### config.mk
export PLATFORM = sky130hd
export DESIGN_NAME = id_ex_stage_flat
export DESIGN_NICKNAME = d
export VERILOG_FILES = /design/src/rtl/id_ex_stage_if.sv /design/src/rtl/id_ex_stage.sv /design/src/flat_wrapper.sv
export SDC_FILE = /design/constraint.sdc
export NUM_CORES = 1
export LEC_CHECK = 0
export ABC_AREA = 0
export CAP_MARGIN = 20
export CELL_PAD_IN_SITES_DETAIL_PLACEMENT = 1
export CELL_PAD_IN_SITES_GLOBAL_PLACEMENT = 1
export CORE_ASPECT_RATIO = 2
export CORE_MARGIN = 3
export CORE_UTILIZATION = 30
export CTS_CLUSTER_SIZE = 16
export DETAILED_ROUTE_END_ITERATION = 6
export GPL_TIMING_DRIVEN = 1
export PLACE_DENSITY = 0.72
export SYNTH_ARGS = -nofsm -noshare
export SYNTH_HDL_FRONTEND = slang
export SYNTH_SLANG_ARGS = --single-unit
export TNS_END_PERCENT = 5
### constraint.sdc
create_clock -name clk -period 5.3 [get_ports clk]
set_input_delay 1.06 -clock clk [delete_from_list [all_inputs] [get_ports clk]]
set_output_delay 1.06 -clock clk [all_outputs]
set_load 0.01 [all_outputs]
### src/rtl/id_ex_stage_if.sv
`default_nettype none
// ============================================================================
//  Module      : id_ex_stage_if
//  Description : Bundle of every ID/EX stage signal except clk and rst.
//                master : decode / forwarding side; drives the in_*, mem_*,
//                         wb_* and flush signals and observes the EX outputs.
//                slave  : the ID/EX stage itself.
//                Signals:
//                  in_valid, in_rs1/rs2/rd      decoded instruction and indices
//                  in_rd1/rd2/imm               register read data, immediate
//                  in_alu_src/reg_we/mem_rd     B-from-imm, writeback, load
//                  in_func                      ALU function code
//                  mem_rd/mem_reg_we/mem_data   MEM-stage forwarding source
//                  wb_rd/wb_reg_we/wb_data      WB-stage forwarding source
//                  flush                        squash the EX slot
//                  a, b, func                   ALU operands and function
//                  out_valid/rd/reg_we/mem_rd/illegal   EX slot status
//                  stall                        hold PC and IF/ID
//                  bubble_cnt                   count of load-use bubbles
//  Revision    : 1.0  initial release
// ============================================================================
interface id_ex_stage_if #(
    parameter int WIDTH = 32
);
    logic             in_valid;
    logic [4:0]       in_rs1;
    logic [4:0]       in_rs2;
    logic [4:0]       in_rd;
    logic [WIDTH-1:0] in_rd1;
    logic [WIDTH-1:0] in_rd2;
    logic [WIDTH-1:0] in_imm;
    logic             in_alu_src;
    logic             in_reg_we;
    logic             in_mem_rd;
    logic [3:0]       in_func;

    logic [4:0]       mem_rd;
    logic             mem_reg_we;
    logic [WIDTH-1:0] mem_data;

    logic [4:0]       wb_rd;
    logic             wb_reg_we;
    logic [WIDTH-1:0] wb_data;

    logic             flush;

    logic [WIDTH-1:0] a;
    logic [WIDTH-1:0] b;
    logic [3:0]       func;
    logic             out_valid;
    logic             out_reg_we;
    logic             out_mem_rd;
    logic             out_illegal;
    logic [4:0]       out_rd;
    logic             stall;
    logic [15:0]      bubble_cnt;

    modport master (
        output in_valid, in_rs1, in_rs2, in_rd, in_rd1, in_rd2, in_imm,
               in_alu_src, in_reg_we, in_mem_rd, in_func,
               mem_rd, mem_reg_we, mem_data,
               wb_rd, wb_reg_we, wb_data, flush,
        input  a, b, func, out_valid, out_reg_we, out_mem_rd, out_illegal,
               out_rd, stall, bubble_cnt
    );

    modport slave (
        input  in_valid, in_rs1, in_rs2, in_rd, in_rd1, in_rd2, in_imm,
               in_alu_src, in_reg_we, in_mem_rd, in_func,
               mem_rd, mem_reg_we, mem_data,
               wb_rd, wb_reg_we, wb_data, flush,
        output a, b, func, out_valid, out_reg_we, out_mem_rd, out_illegal,
               out_rd, stall, bubble_cnt
    );
endinterface
`default_nettype wire

### src/rtl/id_ex_stage.sv
`default_nettype none
// ============================================================================
//  Module      : id_ex_stage
//  Description : ID/EX pipeline register with operand forwarding, load-use
//                hazard detection and illegal-function flagging.
//                Holds one EX slot; drives ALU operands a/b (forwarded from
//                MEM, then WB, then the captured register data) and func.
//                Ports:
//                  clk  single clock, rising edge
//                  rst  synchronous, active-high reset
//                  bus  id_ex_stage_if.slave (all datapath/control signals)
//  Revision    : 1.0  initial release
// ============================================================================
module id_ex_stage #(
    parameter int WIDTH = 32
) (
    input  wire logic       clk,
    input  wire logic       rst,
    id_ex_stage_if.slave    bus
);

    localparam logic [3:0]  c_FUNC_BUBBLE = 4'b0000;
    localparam logic [4:0]  c_REG_ZERO    = 5'd0;
    localparam logic [15:0] c_CNT_MAX     = 16'hFFFF;

    // EX slot
    logic             r_valid;
    logic [4:0]       r_rs1;
    logic [4:0]       r_rs2;
    logic [4:0]       r_rd;
    logic [WIDTH-1:0] r_op1;
    logic [WIDTH-1:0] r_op2;
    logic [WIDTH-1:0] r_imm;
    logic             r_alu_src;
    logic             r_reg_we;
    logic             r_mem_rd;
    logic [3:0]       r_func;
    logic             r_illegal;
    logic [15:0]      r_bubble_cnt;

    logic             w_stall;
    logic             w_func_legal;
    logic [WIDTH-1:0] w_cap_op1;
    logic [WIDTH-1:0] w_cap_op2;
    logic [WIDTH-1:0] w_fwd_a;
    logic [WIDTH-1:0] w_fwd_b;

    // Load-use hazard: a load in EX whose destination the incoming
    // instruction reads. A flush already kills the incoming instruction,
    // so no stall is needed then.
    always_comb begin
        w_stall = r_valid && r_mem_rd && bus.in_valid && (r_rd != c_REG_ZERO) &&
                  ((r_rd == bus.in_rs1) || (r_rd == bus.in_rs2)) && !bus.flush;
    end

    always_comb begin
        w_func_legal = 1'b0;
        case (bus.in_func)
            4'b0000, 4'b0001, 4'b0010, 4'b0011,
            4'b0101, 4'b0110, 4'b0111: w_func_legal = 1'b1;
            default:                   w_func_legal = 1'b0;
        endcase
    end

    // The register file is written by WB in the same cycle it is read by
    // decode, so the captured operands take the WB value directly.
    always_comb begin
        w_cap_op1 = bus.in_rd1;
        w_cap_op2 = bus.in_rd2;
        if (bus.wb_reg_we && (bus.wb_rd != c_REG_ZERO) && (bus.wb_rd == bus.in_rs1)) begin
            w_cap_op1 = bus.wb_data;
        end
        if (bus.wb_reg_we && (bus.wb_rd != c_REG_ZERO) && (bus.wb_rd == bus.in_rs2)) begin
            w_cap_op2 = bus.wb_data;
        end
    end

    // EX-time forwarding: MEM holds the younger result, so it wins over WB.
    always_comb begin
        w_fwd_a = r_op1;
        if (bus.mem_reg_we && (bus.mem_rd != c_REG_ZERO) && (bus.mem_rd == r_rs1)) begin
            w_fwd_a = bus.mem_data;
        end else if (bus.wb_reg_we && (bus.wb_rd != c_REG_ZERO) && (bus.wb_rd == r_rs1)) begin
            w_fwd_a = bus.wb_data;
        end

        w_fwd_b = r_op2;
        if (bus.mem_reg_we && (bus.mem_rd != c_REG_ZERO) && (bus.mem_rd == r_rs2)) begin
            w_fwd_b = bus.mem_data;
        end else if (bus.wb_reg_we && (bus.wb_rd != c_REG_ZERO) && (bus.wb_rd == r_rs2)) begin
            w_fwd_b = bus.wb_data;
        end
    end

    // Slot update: reset, then bubble (flush, stall or no instruction),
    // then normal capture. Bubble leaves the data fields untouched since
    // nothing downstream looks at them while valid is low.
    always_ff @(posedge clk) begin
        if (rst) begin
            r_valid   <= 1'b0;
            r_rs1     <= c_REG_ZERO;
            r_rs2     <= c_REG_ZERO;
            r_rd      <= c_REG_ZERO;
            r_op1     <= '0;
            r_op2     <= '0;
            r_imm     <= '0;
            r_alu_src <= 1'b0;
            r_reg_we  <= 1'b0;
            r_mem_rd  <= 1'b0;
            r_func    <= c_FUNC_BUBBLE;
            r_illegal <= 1'b0;
        end else if (bus.flush || w_stall || !bus.in_valid) begin
            r_valid   <= 1'b0;
            r_reg_we  <= 1'b0;
            r_mem_rd  <= 1'b0;
            r_illegal <= 1'b0;
            r_func    <= c_FUNC_BUBBLE;
        end else begin
            r_valid   <= 1'b1;
            r_rs1     <= bus.in_rs1;
            r_rs2     <= bus.in_rs2;
            r_rd      <= bus.in_rd;
            r_op1     <= w_cap_op1;
            r_op2     <= w_cap_op2;
            r_imm     <= bus.in_imm;
            r_alu_src <= bus.in_alu_src;
            r_reg_we  <= bus.in_reg_we;
            r_mem_rd  <= bus.in_mem_rd;
            r_func    <= bus.in_func;
            r_illegal <= !w_func_legal;
        end
    end

    // Only load-use bubbles are counted; flush bubbles are not.
    always_ff @(posedge clk) begin
        if (rst) begin
            r_bubble_cnt <= 16'd0;
        end else if (w_stall && (r_bubble_cnt != c_CNT_MAX)) begin
            r_bubble_cnt <= r_bubble_cnt + 16'd1;
        end
    end

    assign bus.a           = w_fwd_a;
    assign bus.b           = r_alu_src ? r_imm : w_fwd_b;
    assign bus.func        = r_func;
    assign bus.out_valid   = r_valid;
    assign bus.out_rd      = r_rd;
    assign bus.out_reg_we  = r_reg_we;
    assign bus.out_mem_rd  = r_mem_rd;
    assign bus.out_illegal = r_illegal;
    assign bus.stall       = w_stall;
    assign bus.bubble_cnt  = r_bubble_cnt;

endmodule
`default_nettype wire

### src/flat_wrapper.sv
// flat-port wrapper written by rule: the top's interface ports become plain ports
module id_ex_stage_flat 
#(
    parameter int WIDTH = 32
)
  (clk, rst, bus_in_valid, bus_in_rs1, bus_in_rs2, bus_in_rd, bus_in_rd1, bus_in_rd2, bus_in_imm, bus_in_alu_src, bus_in_reg_we, bus_in_mem_rd, bus_in_func, bus_mem_rd, bus_mem_reg_we, bus_mem_data, bus_wb_rd, bus_wb_reg_we, bus_wb_data, bus_flush, bus_a, bus_b, bus_func, bus_out_valid, bus_out_reg_we, bus_out_mem_rd, bus_out_illegal, bus_out_rd, bus_stall, bus_bubble_cnt);
  id_ex_stage_if #(.WIDTH(WIDTH)) bus_i ();
  input  wire logic clk;
  input  wire logic rst;
  input wire logic [$bits(bus_i.in_valid)-1:0] bus_in_valid;
  input wire logic [$bits(bus_i.in_rs1)-1:0] bus_in_rs1;
  input wire logic [$bits(bus_i.in_rs2)-1:0] bus_in_rs2;
  input wire logic [$bits(bus_i.in_rd)-1:0] bus_in_rd;
  input wire logic [$bits(bus_i.in_rd1)-1:0] bus_in_rd1;
  input wire logic [$bits(bus_i.in_rd2)-1:0] bus_in_rd2;
  input wire logic [$bits(bus_i.in_imm)-1:0] bus_in_imm;
  input wire logic [$bits(bus_i.in_alu_src)-1:0] bus_in_alu_src;
  input wire logic [$bits(bus_i.in_reg_we)-1:0] bus_in_reg_we;
  input wire logic [$bits(bus_i.in_mem_rd)-1:0] bus_in_mem_rd;
  input wire logic [$bits(bus_i.in_func)-1:0] bus_in_func;
  input wire logic [$bits(bus_i.mem_rd)-1:0] bus_mem_rd;
  input wire logic [$bits(bus_i.mem_reg_we)-1:0] bus_mem_reg_we;
  input wire logic [$bits(bus_i.mem_data)-1:0] bus_mem_data;
  input wire logic [$bits(bus_i.wb_rd)-1:0] bus_wb_rd;
  input wire logic [$bits(bus_i.wb_reg_we)-1:0] bus_wb_reg_we;
  input wire logic [$bits(bus_i.wb_data)-1:0] bus_wb_data;
  input wire logic [$bits(bus_i.flush)-1:0] bus_flush;
  output wire logic [$bits(bus_i.a)-1:0] bus_a;
  output wire logic [$bits(bus_i.b)-1:0] bus_b;
  output wire logic [$bits(bus_i.func)-1:0] bus_func;
  output wire logic [$bits(bus_i.out_valid)-1:0] bus_out_valid;
  output wire logic [$bits(bus_i.out_reg_we)-1:0] bus_out_reg_we;
  output wire logic [$bits(bus_i.out_mem_rd)-1:0] bus_out_mem_rd;
  output wire logic [$bits(bus_i.out_illegal)-1:0] bus_out_illegal;
  output wire logic [$bits(bus_i.out_rd)-1:0] bus_out_rd;
  output wire logic [$bits(bus_i.stall)-1:0] bus_stall;
  output wire logic [$bits(bus_i.bubble_cnt)-1:0] bus_bubble_cnt;
  assign bus_i.in_valid = bus_in_valid;
  assign bus_i.in_rs1 = bus_in_rs1;
  assign bus_i.in_rs2 = bus_in_rs2;
  assign bus_i.in_rd = bus_in_rd;
  assign bus_i.in_rd1 = bus_in_rd1;
  assign bus_i.in_rd2 = bus_in_rd2;
  assign bus_i.in_imm = bus_in_imm;
  assign bus_i.in_alu_src = bus_in_alu_src;
  assign bus_i.in_reg_we = bus_in_reg_we;
  assign bus_i.in_mem_rd = bus_in_mem_rd;
  assign bus_i.in_func = bus_in_func;
  assign bus_i.mem_rd = bus_mem_rd;
  assign bus_i.mem_reg_we = bus_mem_reg_we;
  assign bus_i.mem_data = bus_mem_data;
  assign bus_i.wb_rd = bus_wb_rd;
  assign bus_i.wb_reg_we = bus_wb_reg_we;
  assign bus_i.wb_data = bus_wb_data;
  assign bus_i.flush = bus_flush;
  assign bus_a = bus_i.a;
  assign bus_b = bus_i.b;
  assign bus_func = bus_i.func;
  assign bus_out_valid = bus_i.out_valid;
  assign bus_out_reg_we = bus_i.out_reg_we;
  assign bus_out_mem_rd = bus_i.out_mem_rd;
  assign bus_out_illegal = bus_i.out_illegal;
  assign bus_out_rd = bus_i.out_rd;
  assign bus_stall = bus_i.stall;
  assign bus_bubble_cnt = bus_i.bubble_cnt;
  id_ex_stage #(.WIDTH(WIDTH)) u_core (.clk(clk), .rst(rst), .bus(bus_i));
endmodule
; Yosys cells after proc, flatten, opt, wreduce, memory -nomap -nowiden
; Index checks and enable logic that the tools add are counted.
[op_classes]
n_mux = 9
n_addsub = 1
n_eq_ne = 15
reduce_logical = 26
[op_table]
columns = operator, count
row1 = 2-to-1 mux 32 bit, 7
row2 = == test 5 bit, 8
row3 = "adder 16 x 1 -> 16 bit, second input constant", 1
row4 = "!= test 16 bit, second input constant", 1
row5 = nonzero test 5 bit, 3
row6 = logical AND 1 bit, 14
row7 = "== test 4 x 3 -> 1 bit, second input constant", 3
row8 = "== test 4 x 2 -> 1 bit, second input constant", 2
row9 = OR reduction 7 bit, 1
row10 = "== test 4 x 1 -> 1 bit, second input constant", 1
row11 = zero test 4 bit, 1
row12 = zero test 1 bit, 3
row13 = logical OR 1 bit, 3
row14 = 2-to-1 mux 1 bit, 2
row15 = OR reduction 2 bit, 1
[word_totals]
output_inout_bits = 94
regBits = 136
wordCells = 64
input_bits = 198

; Depth between registers and ports, before layout
; Gate-level depths: netlist of run 1.
[depth]
depth_word = 8
mapped_depth = 8
ltp_nobuf = 6

; Least setup slack after synthesis of run 1
; Ideal clock, no wire load.
[synth_timing]
path_kind = input-to-output
startpoint = input bus_wb_rd[3]
endpoint = output bus_b[10]
n_path_buf = 2
required_time_ns = 4.240
arrival_time_ns = 2.755
path_slack_ns = 1.485
path_stages = 8
cell_sequence = buf_2 -> or4_4 -> o21ai_4 -> nor3_4 -> buf_6 -> mux2i_1 -> a211oi_1 -> a21o_1
[synth_via]
elab_chain_cells = 6
word_cells_on_any_way = 7
cone_classes = eq/ne: 1 / mux: 3 / reduce/logical: 3
[synth_lines]
columns = element, line
row1 = start: declaration, flat_wrapper.sv:24  ; input wire logic [$bits(bus_i.wb_rd)-1:0] bus_wb_rd;
row2 = nonzero test 5 bit, id_ex_stage.sv:90  ; end else if (bus.wb_reg_we && (bus.wb_rd != c_REG_ZERO) && (bus.wb_rd == r_rs2)) begin
row3 = logical AND 1 bit, id_ex_stage.sv:90
row4 = logical AND 1 bit *, id_ex_stage.sv:90
row5 = 2-to-1 mux 32 bit *, id_ex_stage.sv:90
row6 = 2-to-1 mux 32 bit *, id_ex_stage.sv:88  ; if (bus.mem_reg_we && (bus.mem_rd != c_REG_ZERO) && (bus.mem_rd == r_rs2)) begin
row7 = 2-to-1 mux 32 bit *, id_ex_stage.sv:144  ; assign bus.b = r_alu_src ? r_imm : w_fwd_b;
row8 = end: declaration, flat_wrapper.sv:29  ; output wire logic [$bits(bus_i.b)-1:0] bus_b;
; Every way passes the cells marked *; elsewhere a longest branch is shown, timed or not.

; Final worst setup path of run 1
[layout_timing]
startpoint = input bus_wb_rd[3]
endpoint = output bus_a[1]
[layout_via]
elab_chain_cells = 5
word_cells_on_any_way = 6
cone_classes = eq/ne: 1 / mux: 2 / reduce/logical: 3
[layout_lines]
columns = element, line
row1 = nonzero test 5 bit, id_ex_stage.sv:83  ; end else if (bus.wb_reg_we && (bus.wb_rd != c_REG_ZERO) && (bus.wb_rd == r_rs1)) begin
row2 = logical AND 1 bit, id_ex_stage.sv:83
row3 = logical AND 1 bit *, id_ex_stage.sv:83
row4 = 2-to-1 mux 32 bit *, id_ex_stage.sv:83
row5 = 2-to-1 mux 32 bit *, id_ex_stage.sv:81  ; if (bus.mem_reg_we && (bus.mem_rd != c_REG_ZERO) && (bus.mem_rd == r_rs1)) begin
row6 = end: declaration, flat_wrapper.sv:28  ; output wire logic [$bits(bus_i.a)-1:0] bus_a;
; Marks and branches as above.

==> results of run 1 <==
## through the flow
stage	cell area, sq um	instances	power, mW	setup WS, ns
floorplan	7820	873	1.39	1.49
global placement	11000	1455	1.71	0.260
detailed placement	11000	1455	1.72	0.231
CTS	11600	1487	2.96	0.234
global route	11600	1496	3.06	0.0854
finish	11600	1497	2.91	0.223
## cell usage in the layout, fill, tap and decap left out, drive strengths merged, types with 2 or more instances in the layout
cell,synthesis,layout
a211oi,96,96
a21o,32,32
a21oi,7,7
and3,11,11
buf,45,23
bufinv,0,3
clkbuf,26,20
clkdlybuf4s50,0,290
clkinv,0,5
clkinvlp,0,4
dfxtp,136,136
diode,0,10
inv,2,2
mux2,2,2
mux2i,177,177
nand2,39,39
nand3,20,20
nand4,2,2
nor2,156,156
nor2b,3,3
nor3,4,4
nor3b,6,6
nor4,5,5
o21ai,38,38
o21ba,2,2
o311a,2,2
or3,5,5
or4,4,4
xnor2,31,31
xor2,15,15
## metal layers
metal	vias up	track usage, %
met5	-	0
met3	69	5.70
met4	2	12.9
met1	3506	19.9
li1	3642	-
met2	225	39.1
## power by group through the flow
stage | sequential [mW] | clock, mW | combinational [mW]
3_3_place_gp | 1.13 | 0 | 0.581
5_1_grt | 1.12 | 1.31 | 0.634
6_report | 1.11 | 1.22 | 0.585
2_1_floorplan | 1.12 | 0 | 0.272
3_5_place_dp | 1.14 | 0 | 0.589
4_1_cts | 1.11 | 1.25 | 0.593
## layout make-up
type                       instances  area [sq um]  area share (%)
tap                              340           425            3.66
timing repair buffer             313          3160            27.2
clock buffer                      20           437            3.76
sequential                       136          2720            23.5
clock inverter                    12           153            1.31
inverter                           2          7.51          0.0647
antenna                           10          25.0           0.216
multi-input combinational        664          4680            40.3
## registers in the layout, summed over array words and instances (netlist names)
name / count
u_core.bus.out_illegal: 1
u_core.r_alu_src: 1
u_core.r_op1: 32
u_core.bus.bubble_cnt: 16
u_core.bus.func: 4
u_core.bus.out_mem_rd: 1
u_core.bus.out_rd: 5
u_core.r_imm: 32
u_core.r_rs1: 5
u_core.r_rs2: 5
u_core.bus.out_reg_we: 1
u_core.bus.out_valid: 1
u_core.r_op2: 32
## worst reg2reg max path: stages (launching register included)
cell and delay (ns):
sky130_fd_sc_hd__dfxtp_1 0.37, sky130_fd_sc_hd__or3_1 0.40, sky130_fd_sc_hd__o311a_1 0.39, sky130_fd_sc_hd__a21oi_4 0.69, sky130_fd_sc_hd__buf_12 0.41, sky130_fd_sc_hd__mux2i_1 0.29
sky130_fd_sc_hd__nor2_1 0.05
## how the worst max path moves through the flow
stage          slack, ns  cells after the start     startpoint   endpoint
2_1_floorplan       1.49                      8   bus_wb_rd[3]  bus_b[10]
3_3_place_gp        0.26                      9   bus_wb_rd[3]  bus_b[27]
3_5_place_dp        0.23                      9  bus_mem_rd[0]  bus_b[21]
4_1_cts             0.23                      9   bus_wb_rd[3]  bus_b[21]
5_1_grt             0.09                      9  bus_mem_rd[0]  bus_b[21]
6_report            0.22                      9   bus_wb_rd[3]   bus_a[1]
## cell families after synthesis
logic type,after synthesis
AO/OA/AOI/OAI,181
XOR/XNOR,46
adder cells (fa/ha/maj),1
buffers and inverters,73
flip-flops,136
multiplexers,179
AND/OR/NAND/NOR,257
==> flow_results.xml, run 1 <==
<?xml version="1.0" encoding="UTF-8"?>
<metrics>
  <group name="outcome">
    <metric name="result_of_the_run" unit="">complete, no violations</metric>
  </group>
  <group name="detailed_routing">
    <metric name="routed-wl-met2" unit="um">16700</metric>
    <metric name="first_pass_iters" unit="">4</metric>
    <metric name="drc_violation_count_after_routing" unit="">0</metric>
    <metric name="met3RoutedLength" unit="um">1430</metric>
    <metric name="vias_per_cell" unit="">4.97</metric>
    <metric name="vias" unit="">7444</metric>
    <metric name="route.final.wire_length" unit="um">29900</metric>
    <metric name="m1WireLength" unit="um">10200</metric>
    <metric name="route.antenna.remaining_nets" unit="">0</metric>
    <metric name="highest_layer" unit="">met5</metric>
    <metric name="post_detailed_route_wirelength_per_cell" unit="um">20.0</metric>
    <metric name="dr.first_iter.drc_count" unit="">204</metric>
  </group>
  <group name="min_path">
    <metric name="whs_path_depth" unit="">2</metric>
    <metric name="min_path_type" unit="">flip-flop to flip-flop</metric>
    <metric name="worst_hold_path.endpoint" unit="">u_core.r_imm[3]</metric>
    <metric name="min-delay-start" unit="">u_core.r_imm[3]</metric>
  </group>
  <group name="worst_setup_path">
    <metric name="startpoint_type" unit="">input port</metric>
    <metric name="critical_path_arrival" unit="ns">4.02</metric>
    <metric name="cp.required" unit="ns">4.24</metric>
    <metric name="register_to_register_setup_slack" unit="ns">2.57</metric>
    <metric name="rr_worst_depth" unit="">6</metric>
    <metric name="cp_slowest_stage_delay" unit="ns">0.60</metric>
    <metric name="cp_cell_sequence" unit="">clkdlybuf4s50_1 &gt; or4_4 &gt; o21ai_4 &gt; buf_4 &gt; nor4_4 &gt; buf_4 &gt; mux2i_1 &gt; o21ai_0 &gt; clkdlybuf4s50_1</metric>
    <metric name="crit_type" unit="">input port to output port</metric>
    <metric name="critPathSlowestCell" unit="">sky130_fd_sc_hd__clkdlybuf4s50_1</metric>
    <metric name="worstReg2RegStart" unit="">u_core.bus.out_rd[4]</metric>
    <metric name="timing.rr.end" unit="">u_core.r_imm[28]</metric>
    <metric name="worstSetupEndpointType" unit="">output port</metric>
    <metric name="worstPathBufferInverterCount" unit="">4</metric>
    <metric name="timing.critical_path.max_delay_family" unit="">buffers and inverters</metric>
    <metric name="critical_path_peak_fanout" unit="">15</metric>
  </group>
  <group name="logic_synthesis">
    <metric name="synthXorXnorAreaFrac" unit="%">5.15</metric>
    <metric name="synthesis.instances" unit="">873</metric>
    <metric name="synth_ff_type" unit="">sky130_fd_sc_hd__dfxtp_1</metric>
    <metric name="synth_area_per_cell" unit="sq um">8.96</metric>
    <metric name="main_combinational_cell_family_by_area_after_synthesis" unit="">multiplexers</metric>
    <metric name="synth.top_cell.area_share" unit="%">34.8</metric>
    <metric name="share_of_the_yosys_chip_area_belonging_to_registers" unit="%">34.8</metric>
    <metric name="synth_enable_flop_cells" unit="">0</metric>
    <metric name="multiplexer_fraction_of_the_synthesized_cell_area" unit="%">22.9</metric>
    <metric name="synth_compound_area_share" unit="%">16.4</metric>
    <metric name="yosys-top-cells-count" unit="">177 x sky130_fd_sc_hd__mux2i_1, 156 x sky130_fd_sc_hd__nor2_1, 136 x sky130_fd_sc_hd__dfxtp_1, 96 x sky130_fd_sc_hd__a211oi_1, 39 x sky130_fd_sc_hd__nand2_1</metric>
    <metric name="synth_fp_nets" unit="">1072</metric>
    <metric name="post_synth_and_or_nand_nor_area_fraction" unit="%">15.0</metric>
    <metric name="async_flop_share" unit="%">0</metric>
    <metric name="yosys.area.top_type" unit="">sky130_fd_sc_hd__dfxtp_1</metric>
    <metric name="synth_cell_type_count" unit="">42</metric>
    <metric name="post-synth-top-count-cell" unit="">sky130_fd_sc_hd__mux2i_1</metric>
    <metric name="yosys.area_share.adder" unit="%">0.160</metric>
    <metric name="largest_cells_by_area_after_synthesis" unit="">sky130_fd_sc_hd__dfxtp_1 35%, sky130_fd_sc_hd__mux2i_1 23%, sky130_fd_sc_hd__a211oi_1 9.2%, sky130_fd_sc_hd__nor2_1 7.5%, sky130_fd_sc_hd__xnor2_1 3.5%</metric>
    <metric name="synth_area" unit="sq um">7820</metric>
    <metric name="ys.warnings.count" unit="">0</metric>
    <metric name="yosys_register_bits" unit="">136</metric>
  </group>
  <group name="power_and_ir_drop">
    <metric name="power.share.sequential" unit="%">38.2</metric>
    <metric name="comb_power_share" unit="%">20.1</metric>
    <metric name="cellPowerDensity" unit="nW/um^2">251</metric>
    <metric name="maximum_vdd_ir_drop" unit="mV">0.186</metric>
    <metric name="power.switching" unit="mW">0.767</metric>
    <metric name="clock_power_share" unit="%">41.7</metric>
    <metric name="power_switching_share" unit="%">26.3</metric>
    <metric name="power.static_leakage" unit="nW">4.09</metric>
    <metric name="cellInternalPower" unit="mW">2.15</metric>
  </group>
  <group name="timing">
    <metric name="timing_hold_violations_final" unit="">0</metric>
    <metric name="fin_skew" unit="ns">0.00656</metric>
    <metric name="setup_violations" unit="">0</metric>
    <metric name="tcrit_tclk_final" unit="%">95.8</metric>
    <metric name="slew_headroom" unit="%">39.7</metric>
    <metric name="slew_at_the_pin_with_the_worst_max_slew_slack" unit="ns">0.902</metric>
    <metric name="timing.hold.ws" unit="ns">0.496</metric>
    <metric name="max_freq" unit="GHz">0.197</metric>
    <metric name="finalMaxSlewViolations" unit="">0</metric>
    <metric name="grt_setup_unrepaired" unit="">no</metric>
    <metric name="setup_total_negative_slack" unit="ns">0</metric>
    <metric name="period_minus_slack" unit="ns">5.08</metric>
  </group>
  <group name="grt">
    <metric name="antenna_found_initial" unit="">10</metric>
    <metric name="grt_first_pass_wirelength" unit="um">44900</metric>
    <metric name="gr_overflow_total" unit="">0</metric>
    <metric name="grt_start_max_net_pins" unit="">76</metric>
    <metric name="grt_use_total" unit="%">20.9</metric>
    <metric name="vias_in_the_first_global_route" unit="">8033</metric>
  </group>
  <group name="run">
    <metric name="drv.max_cap_violation_count" unit="">0</metric>
  </group>
  <group name="finish">
    <metric name="post-route-util" unit="%">45.3</metric>
    <metric name="fillerInstances" unit="">2972</metric>
    <metric name="synthToLayoutAreaGrowth" unit="%">48.5</metric>
    <metric name="post_route_cells_drive_above_1_share" unit="%">5.84</metric>
    <metric name="final_nets" unit="">1333</metric>
  </group>
  <group name="floorplanning">
    <metric name="number_of_i_o_pins" unit="">292</metric>
    <metric name="fp.dieW" unit="um">120</metric>
    <metric name="chipHeight" unit="um">234</metric>
    <metric name="placeableCoreArea" unit="sq um">25700</metric>
    <metric name="design.die.area" unit="sq um">28200</metric>
    <metric name="floorplan.initialDensity" unit="%">30.5</metric>
    <metric name="rows" unit="">83</metric>
  </group>
  <group name="clock_tree">
    <metric name="cts_max_level" unit="">4</metric>
    <metric name="cts_sinks" unit="">136</metric>
    <metric name="clock_latency" unit="ns">0.43</metric>
    <metric name="tritoncts" unit="">yes</metric>
    <metric name="cts_repair_resize_count" unit="">0</metric>
    <metric name="postCtsHoldBufs" unit="">0</metric>
    <metric name="clk_pin_slew" unit="ns">0.06</metric>
    <metric name="postCtsSetupRepairBufs" unit="">0</metric>
    <metric name="ctsRootBufferMaster" unit="">sky130_fd_sc_hd__clkbuf_16</metric>
    <metric name="cts-buffers-inserted" unit="">17</metric>
    <metric name="clock_tree.buffer_depth" unit="">2</metric>
  </group>
  <group name="place">
    <metric name="post-dp-hpwl" unit="um">22300</metric>
    <metric name="placement.io_buffers" unit="">291</metric>
    <metric name="place_congestion" unit="">0.873</metric>
  </group>
</metrics>
No activity file was read; power rests on OpenSTA's default activity.
==> run 2, diff against run 1 <==
--- a/config.mk
+++ b/config.mk
@@ -11,11 +11,11 @@
 export CELL_PAD_IN_SITES_GLOBAL_PLACEMENT = 1
 export CORE_ASPECT_RATIO = 2
 export CORE_MARGIN = 3
-export CORE_UTILIZATION = 30
+export CORE_UTILIZATION = 35
 export CTS_CLUSTER_SIZE = 16
 export DETAILED_ROUTE_END_ITERATION = 6
 export GPL_TIMING_DRIVEN = 1
-export PLACE_DENSITY = 0.72
+export PLACE_DENSITY = 0.83
 export SYNTH_ARGS = -nofsm -noshare
 export SYNTH_HDL_FRONTEND = slang
 export SYNTH_SLANG_ARGS = --single-unit
==> run 2 against run 1 <==
  * Combinational power about the same
  * Sequential power about the same
  * Sequential share of layout area increased by 0.30 points
  * Final cell count down 5.0%
  * Register-to-register slack gained 0.37 ns
  * Non-clock buffer count shrank 4
==> flow_results.xml, run 2 (synthesis results as in run 1) <==
<?xml version="1.0" encoding="UTF-8"?>
<metrics>
  <group name="outcome">
    <metric name="result_of_the_run" unit="">complete, no violations</metric>
  </group>
  <group name="timing">
    <metric name="setup_violations" unit="">0</metric>
    <metric name="slew_headroom" unit="%">36.8</metric>
    <metric name="setup_total_negative_slack" unit="ns">0</metric>
    <metric name="grt_setup_unrepaired" unit="">no</metric>
    <metric name="timing_hold_violations_final" unit="">0</metric>
    <metric name="tcrit_tclk_final" unit="%">95.4</metric>
    <metric name="period_minus_slack" unit="ns">5.05</metric>
    <metric name="max_freq" unit="GHz">0.198</metric>
    <metric name="fin_skew" unit="ns">0.0134</metric>
    <metric name="finalMaxSlewViolations" unit="">0</metric>
    <metric name="slew_at_the_pin_with_the_worst_max_slew_slack" unit="ns">0.948</metric>
  </group>
  <group name="place">
    <metric name="place.detailed.instances" unit="">1384</metric>
    <metric name="place_congestion" unit="">0.901</metric>
    <metric name="post-dp-hpwl" unit="um">22000</metric>
    <metric name="placement.io_buffers" unit="">291</metric>
    <metric name="place_area" unit="sq um">10900</metric>
  </group>
  <group name="finish">
    <metric name="non_filler_cells_final" unit="">1422</metric>
    <metric name="post-route-util" unit="%">52.6</metric>
    <metric name="synthToLayoutAreaGrowth" unit="%">46.6</metric>
    <metric name="layout_top_registers" unit="">u_core.r_imm x32, u_core.r_op1 x32, u_core.r_op2 x32</metric>
    <metric name="layout.cells.most_common" unit="">sky130_fd_sc_hd__clkdlybuf4s50_1</metric>
    <metric name="post_route_cells_drive_above_1_share" unit="%">5.60</metric>
    <metric name="final_nets" unit="">1329</metric>
    <metric name="most_frequent_cells_in_the_layout" unit="">290 x sky130_fd_sc_hd__clkdlybuf4s50_1, 177 x sky130_fd_sc_hd__mux2i_1, 156 x sky130_fd_sc_hd__nor2_1</metric>
    <metric name="postLayoutCellArea" unit="sq um">11500</metric>
  </group>
  <group name="clock_tree">
    <metric name="clock_latency" unit="ns">0.43</metric>
    <metric name="postCtsHoldBufs" unit="">0</metric>
    <metric name="ctsRootBufferMaster" unit="">sky130_fd_sc_hd__clkbuf_16</metric>
    <metric name="tritoncts" unit="">yes</metric>
    <metric name="postCtsSetupRepairBufs" unit="">0</metric>
    <metric name="clock_tree.buffer_depth" unit="">2</metric>
    <metric name="cts_repair_resize_count" unit="">0</metric>
    <metric name="cts-buffers-inserted" unit="">17</metric>
    <metric name="cts_max_level" unit="">4</metric>
    <metric name="clk_pin_slew" unit="ns">0.06</metric>
    <metric name="cts_sinks" unit="">136</metric>
  </group>
  <group name="grt">
    <metric name="antenna_found_initial" unit="">6</metric>
    <metric name="vias_in_the_first_global_route" unit="">8561</metric>
    <metric name="gr_overflow_total" unit="">0</metric>
    <metric name="grt_use_total" unit="%">24.2</metric>
    <metric name="grt_first_pass_wirelength" unit="um">46300</metric>
    <metric name="grt_start_max_net_pins" unit="">91</metric>
  </group>
  <group name="floorplanning">
    <metric name="number_of_i_o_pins" unit="">292</metric>
    <metric name="design.die.area" unit="sq um">24300</metric>
    <metric name="chipHeight" unit="um">217</metric>
    <metric name="fp.dieW" unit="um">112</metric>
    <metric name="rows" unit="">76</metric>
    <metric name="placeableCoreArea" unit="sq um">21800</metric>
    <metric name="floorplan.initialDensity" unit="%">35.9</metric>
  </group>
  <group name="min_path">
    <metric name="min_path_type" unit="">flip-flop to flip-flop</metric>
  </group>
  <group name="worst_setup_path">
    <metric name="critical_path_peak_fanout" unit="">14</metric>
    <metric name="startpoint_type" unit="">input port</metric>
    <metric name="crit_type" unit="">input port to output port</metric>
    <metric name="critical_path_arrival" unit="ns">3.99</metric>
    <metric name="cp.required" unit="ns">4.24</metric>
    <metric name="worstSetupEndpointType" unit="">output port</metric>
  </group>
  <group name="detailed_routing">
    <metric name="drc_violation_count_after_routing" unit="">0</metric>
    <metric name="route.antenna.remaining_nets" unit="">0</metric>
    <metric name="post_detailed_route_wirelength_per_cell" unit="um">20.9</metric>
    <metric name="route.final.wire_length" unit="um">29800</metric>
    <metric name="dr.first_iter.drc_count" unit="">323</metric>
    <metric name="vias" unit="">7625</metric>
    <metric name="first_pass_iters" unit="">4</metric>
    <metric name="vias_per_cell" unit="">5.36</metric>
  </group>
  <group name="power_and_ir_drop">
    <metric name="maximum_vdd_ir_drop" unit="mV">0.190</metric>
    <metric name="cellPowerDensity" unit="nW/um^2">253</metric>
    <metric name="power.static_leakage" unit="nW">4.06</metric>
  </group>
  <group name="run">
    <metric name="drv.max_cap_violation_count" unit="">0</metric>
  </group>
</metrics>
-- run 2: cell types whose count changed in the layout (fill, tap and decap cells not counted) --
cell / previous run / this run
sky130_fd_sc_hd__bufinv_16: 3 / 2
sky130_fd_sc_hd__clkinv_2: 3 / 0
sky130_fd_sc_hd__clkinv_4: 2 / 3
sky130_fd_sc_hd__diode_2: 10 / 6
sky130_fd_sc_hd__clkbuf_1: 3 / 2
sky130_fd_sc_hd__buf_12: 7 / 5
sky130_fd_sc_hd__clkbuf_8: 0 / 1
sky130_fd_sc_hd__buf_4: 16 / 14
sky130_fd_sc_hd__inv_6: 0 / 3
-- run 2: critical path, stage by stage --
cell                              delay [ns]
sky130_fd_sc_hd__clkdlybuf4s50_1        0.49
sky130_fd_sc_hd__buf_4                  0.15
sky130_fd_sc_hd__xnor2_1                0.12
sky130_fd_sc_hd__nand3_1                0.14
sky130_fd_sc_hd__nor4_4                 0.69
sky130_fd_sc_hd__buf_4                  0.44
sky130_fd_sc_hd__mux2i_1                0.11
sky130_fd_sc_hd__o21ai_0                0.16
sky130_fd_sc_hd__clkdlybuf4s50_1        0.60
-- run 2: cell type report --
class | count | area, sq um
Fill cell | 2483 | 10300
Multi-Input combinational cell | 664 | 4680
Timing Repair Buffer | 309 | 3110
Sequential cell | 136 | 2720
Clock buffer | 20 | 447
Tap cell | 273 | 342
Clock inverter | 12 | 143
Antenna cell | 6 | 15.0
Inverter | 2 | 7.51
-- run 2: final timing paths --
| kind | startpoint | endpoint | slack, ns | cells past startpoint |
|---|---|---|---|---|
| worst max-delay path | bus_wb_rd[2] | bus_a[6] | 0.25 | 9 |
| worst min-delay path | u_core.r_imm[14] | u_core.r_imm[14] | 0.50 | 2 |
| worst max register to register | u_core.bus.out_rd[4] | u_core.r_op2[24] | 2.94 | 6 |
| worst min register to register | u_core.r_imm[14] | u_core.r_imm[14] | 0.50 | 2 |
-- run 2: power breakdown --
part           switching [mW]  internal, mW
Combinational           0.255         0.332
Clock                   0.488         0.712
Sequential             0.0400          1.07
-- run 2: layer usage --
| layer | share of wire (%) | global-route usage, % | vias up | wire, um |
|---|---|---|---|---|
| met5 | 0 | 0 | - | 0 |
| met4 | 4.3 | 12.8 | 0 | 1280 |
| met3 | 4.0 | 4.59 | 73 | 1200 |
| met2 | 57 | 47.7 | 216 | 17100 |
| met1 | 34 | 22.9 | 3674 | 10200 |
| li1 | - | - | 3662 | - |
-- run 2: metrics by stage --
step / setup slack [ns] / hold WS [ns] / power, mW
floorplan: 1.49 / 0.461 / 1.39
global placement: 0.268 / 0.474 / 1.71
detailed placement: 0.214 / 0.487 / 1.72
CTS: 0.195 / 0.503 / 2.94
global route: 0.0488 / 0.516 / 3.03
finish: 0.246 / 0.498 / 2.90
==> run 3, diff against run 2 <==
--- a/config.mk
+++ b/config.mk
@@ -19,4 +19,4 @@
 export SYNTH_ARGS = -nofsm -noshare
 export SYNTH_HDL_FRONTEND = slang
 export SYNTH_SLANG_ARGS = --single-unit
-export TNS_END_PERCENT = 5
+export TNS_END_PERCENT = 50
==> results of run 3 <==
The final DEF is identical to that of run 2; final timing and power are the same.
==> edit: new RTL, config.mk and constraints of run 2 <==
`WIDTH` is set to 32 in 3 places; all go to 36.
--- a/src/rtl/id_ex_stage_if.sv
+++ b/src/rtl/id_ex_stage_if.sv
@@ -20,7 +20,7 @@
 //  Revision    : 1.0  initial release
 // ============================================================================
 interface id_ex_stage_if #(
-    parameter int WIDTH = 32
+    parameter int WIDTH = 36
 );
     logic             in_valid;
     logic [4:0]       in_rs1;
--- a/src/rtl/id_ex_stage.sv
+++ b/src/rtl/id_ex_stage.sv
@@ -12,7 +12,7 @@
 //  Revision    : 1.0  initial release
 // ============================================================================
 module id_ex_stage #(
-    parameter int WIDTH = 32
+    parameter int WIDTH = 36
 ) (
     input  wire logic       clk,
     input  wire logic       rst,
--- a/src/flat_wrapper.sv
+++ b/src/flat_wrapper.sv
@@ -1,7 +1,7 @@
 // flat-port wrapper written by rule: the top's interface ports become plain ports
 module id_ex_stage_flat 
 #(
-    parameter int WIDTH = 32
+    parameter int WIDTH = 36
 )
   (clk, rst, bus_in_valid, bus_in_rs1, bus_in_rs2, bus_in_rd, bus_in_rd1, bus_in_rd2, bus_in_imm, bus_in_alu_src, bus_in_reg_we, bus_in_mem_rd, bus_in_func, bus_mem_rd, bus_mem_reg_we, bus_mem_data, bus_wb_rd, bus_wb_reg_we, bus_wb_data, bus_flush, bus_a, bus_b, bus_func, bus_out_valid, bus_out_reg_we, bus_out_mem_rd, bus_out_illegal, bus_out_rd, bus_stall, bus_bubble_cnt);
   id_ex_stage_if #(.WIDTH(WIDTH)) bus_i ();
Ports: changed (7 resized); port bits go from 292 to 320. The function was not compared with the original's and may differ.
==> edit against run 2 <==
Maximum frequency decreased by 1.0%; die area grew 7.4%; worst setup slack worse by 52 ps; clock skew shrank 3.0 ps; area after synthesis increased by 7.7%; wire length up 11%; combinational power increased by 7.0%; design area grew 8.0%; sequential cell count grew 12; total power increased by 8.4%; critical path type unchanged; highest routed layer unchanged.
==> edit: results (changes against run 2) <==
static leakage 4.34 nW (was 4.06 nW); NonClk Buf Share 27.4% (was 27.1%); clk cell area share 5.02% (was 5.14%); clock power share 41.5% (was 41.4%); inverter count 1 (was 2); master of the slowest instance on the critical path or4_1 (was nor4_4); FF/Latch Area 2970 um2 (was 2720 um2); top cells by count, synth 148 x dfxtp_1, 148 x nand2_1, 146 x mux2i_1, 126 x nor2_1, 110 x a211oi_1 (was 177 x mux2i_1, 156 x nor2_1, 136 x dfxtp_1, 96 x a211oi_1, 39 x nand2_1); ranking of synthesized cells by area dfxtp_1 35%, mux2i_1 17%, a211oi_1 9.8% (was dfxtp_1 35%, mux2i_1 23%, a211oi_1 9.2%); FFs & Latches 148 (was 136); met3 Use GR 5.86% (was 4.59%); dpl hpwl 24.2 mm (was 22.0 mm); delay of the slowest critical-path stage 540 ps (was 690 ps); multi-input gates 778 (was 664); status finished, final reports clean (unchanged); initial antenna violation count 10 (was 6); share of layout cells above drive strength 1 5.62% (was 5.60%); Worst IR Drop VDD 248 uV (was 190 uV); worst reg2reg path depth 7 (was 6); Max-slew headroom 31.4% (was 36.8%); sequential share of the synthesized area 35.2% (was 34.8%); antenna cells 10 (was 6); Netlist cell types 40 (was 42); final-stage net count 1504 (was 1329); Seq group 1.21 mW (was 1.11 mW); worst-path fanout max 24 (was 14); CLK BUF 18 (was 20); Signal buffers 339 (was 309); first-pass GRT wire length 49.9 mm (was 46.3 mm); met2 Usage GRT 46.3% (was 47.7%); DIE AREA 26100 um2 (was 24300 um2); Mapped Nets 1235 (was 1072)
edit: cell types whose count changed after synthesis, moves of 7 or more:
cell,delta
mux2i_1,-31
nand2_1,+109
a21oi_1,+50
dfxtp_1,+12
a211oi_1,+14
nand3_1,-9
nor2_1,-30
clkbuf_1,+8
buf_2,+21
buf_4,-10
mux2_2,+7
and2_1,+7
edit: worst paths after layout:
| kind | startpoint | endpoint | slack, ps |
|---|---|---|---|
| worst min-delay path | u_core.r_imm[35]$_SDFFE_PP0N_ | u_core.r_imm[35]$_SDFFE_PP0N_ | 460 |
| worst max-delay path | bus_mem_rd[0] | bus_b[6] | 190 |
| worst max register to register | u_core.bus.out_rd[0]$_SDFFE_PP0N_ | u_core.r_op2[14]$_SDFFE_PP0N_ | 2390 |
| worst min register to register | u_core.r_imm[35]$_SDFFE_PP0N_ | u_core.r_imm[35]$_SDFFE_PP0N_ | 460 |
edit: metal layers:
layer | vias up | part of all wire (%)
met4 | 0 | 6.2
met2 | 285 | 54
li1 | 4127 | -
met5 | - | 0
met3 | 95 | 4.9
met1 | 4074 | 35
edit: per-stage QoR:
step,power [mW],setup WS [ps],util [%],cell area [um2],std cells
2_1_floorplan,1.50,1480,-,8420,1016
3_3_place_gp,1.85,280,50.1,11700,1549
3_5_place_dp,1.86,190,50.1,11700,1549
4_1_cts,3.18,110,52.7,12300,1581
5_1_grt,3.27,38.8,52.8,12400,1591
6_report,3.14,194,52.8,12400,1591
edit: cell families (layout without fill, tap and decap cells):
kind of cell / after synthesis / count (layout) / share of synthesized area [%]
mux: 153 / 153 / 18.3
other cells: 0 / 10 / 0
flops: 148 / 148 / 35.2
buf+inv: 90 / 372 / 5.72
fa+ha+maj: 1 / 1 / 0.149
compound gates: 248 / 248 / 19.5
xor+xnor: 42 / 42 / 4.37
simple gates: 334 / 334 / 16.8
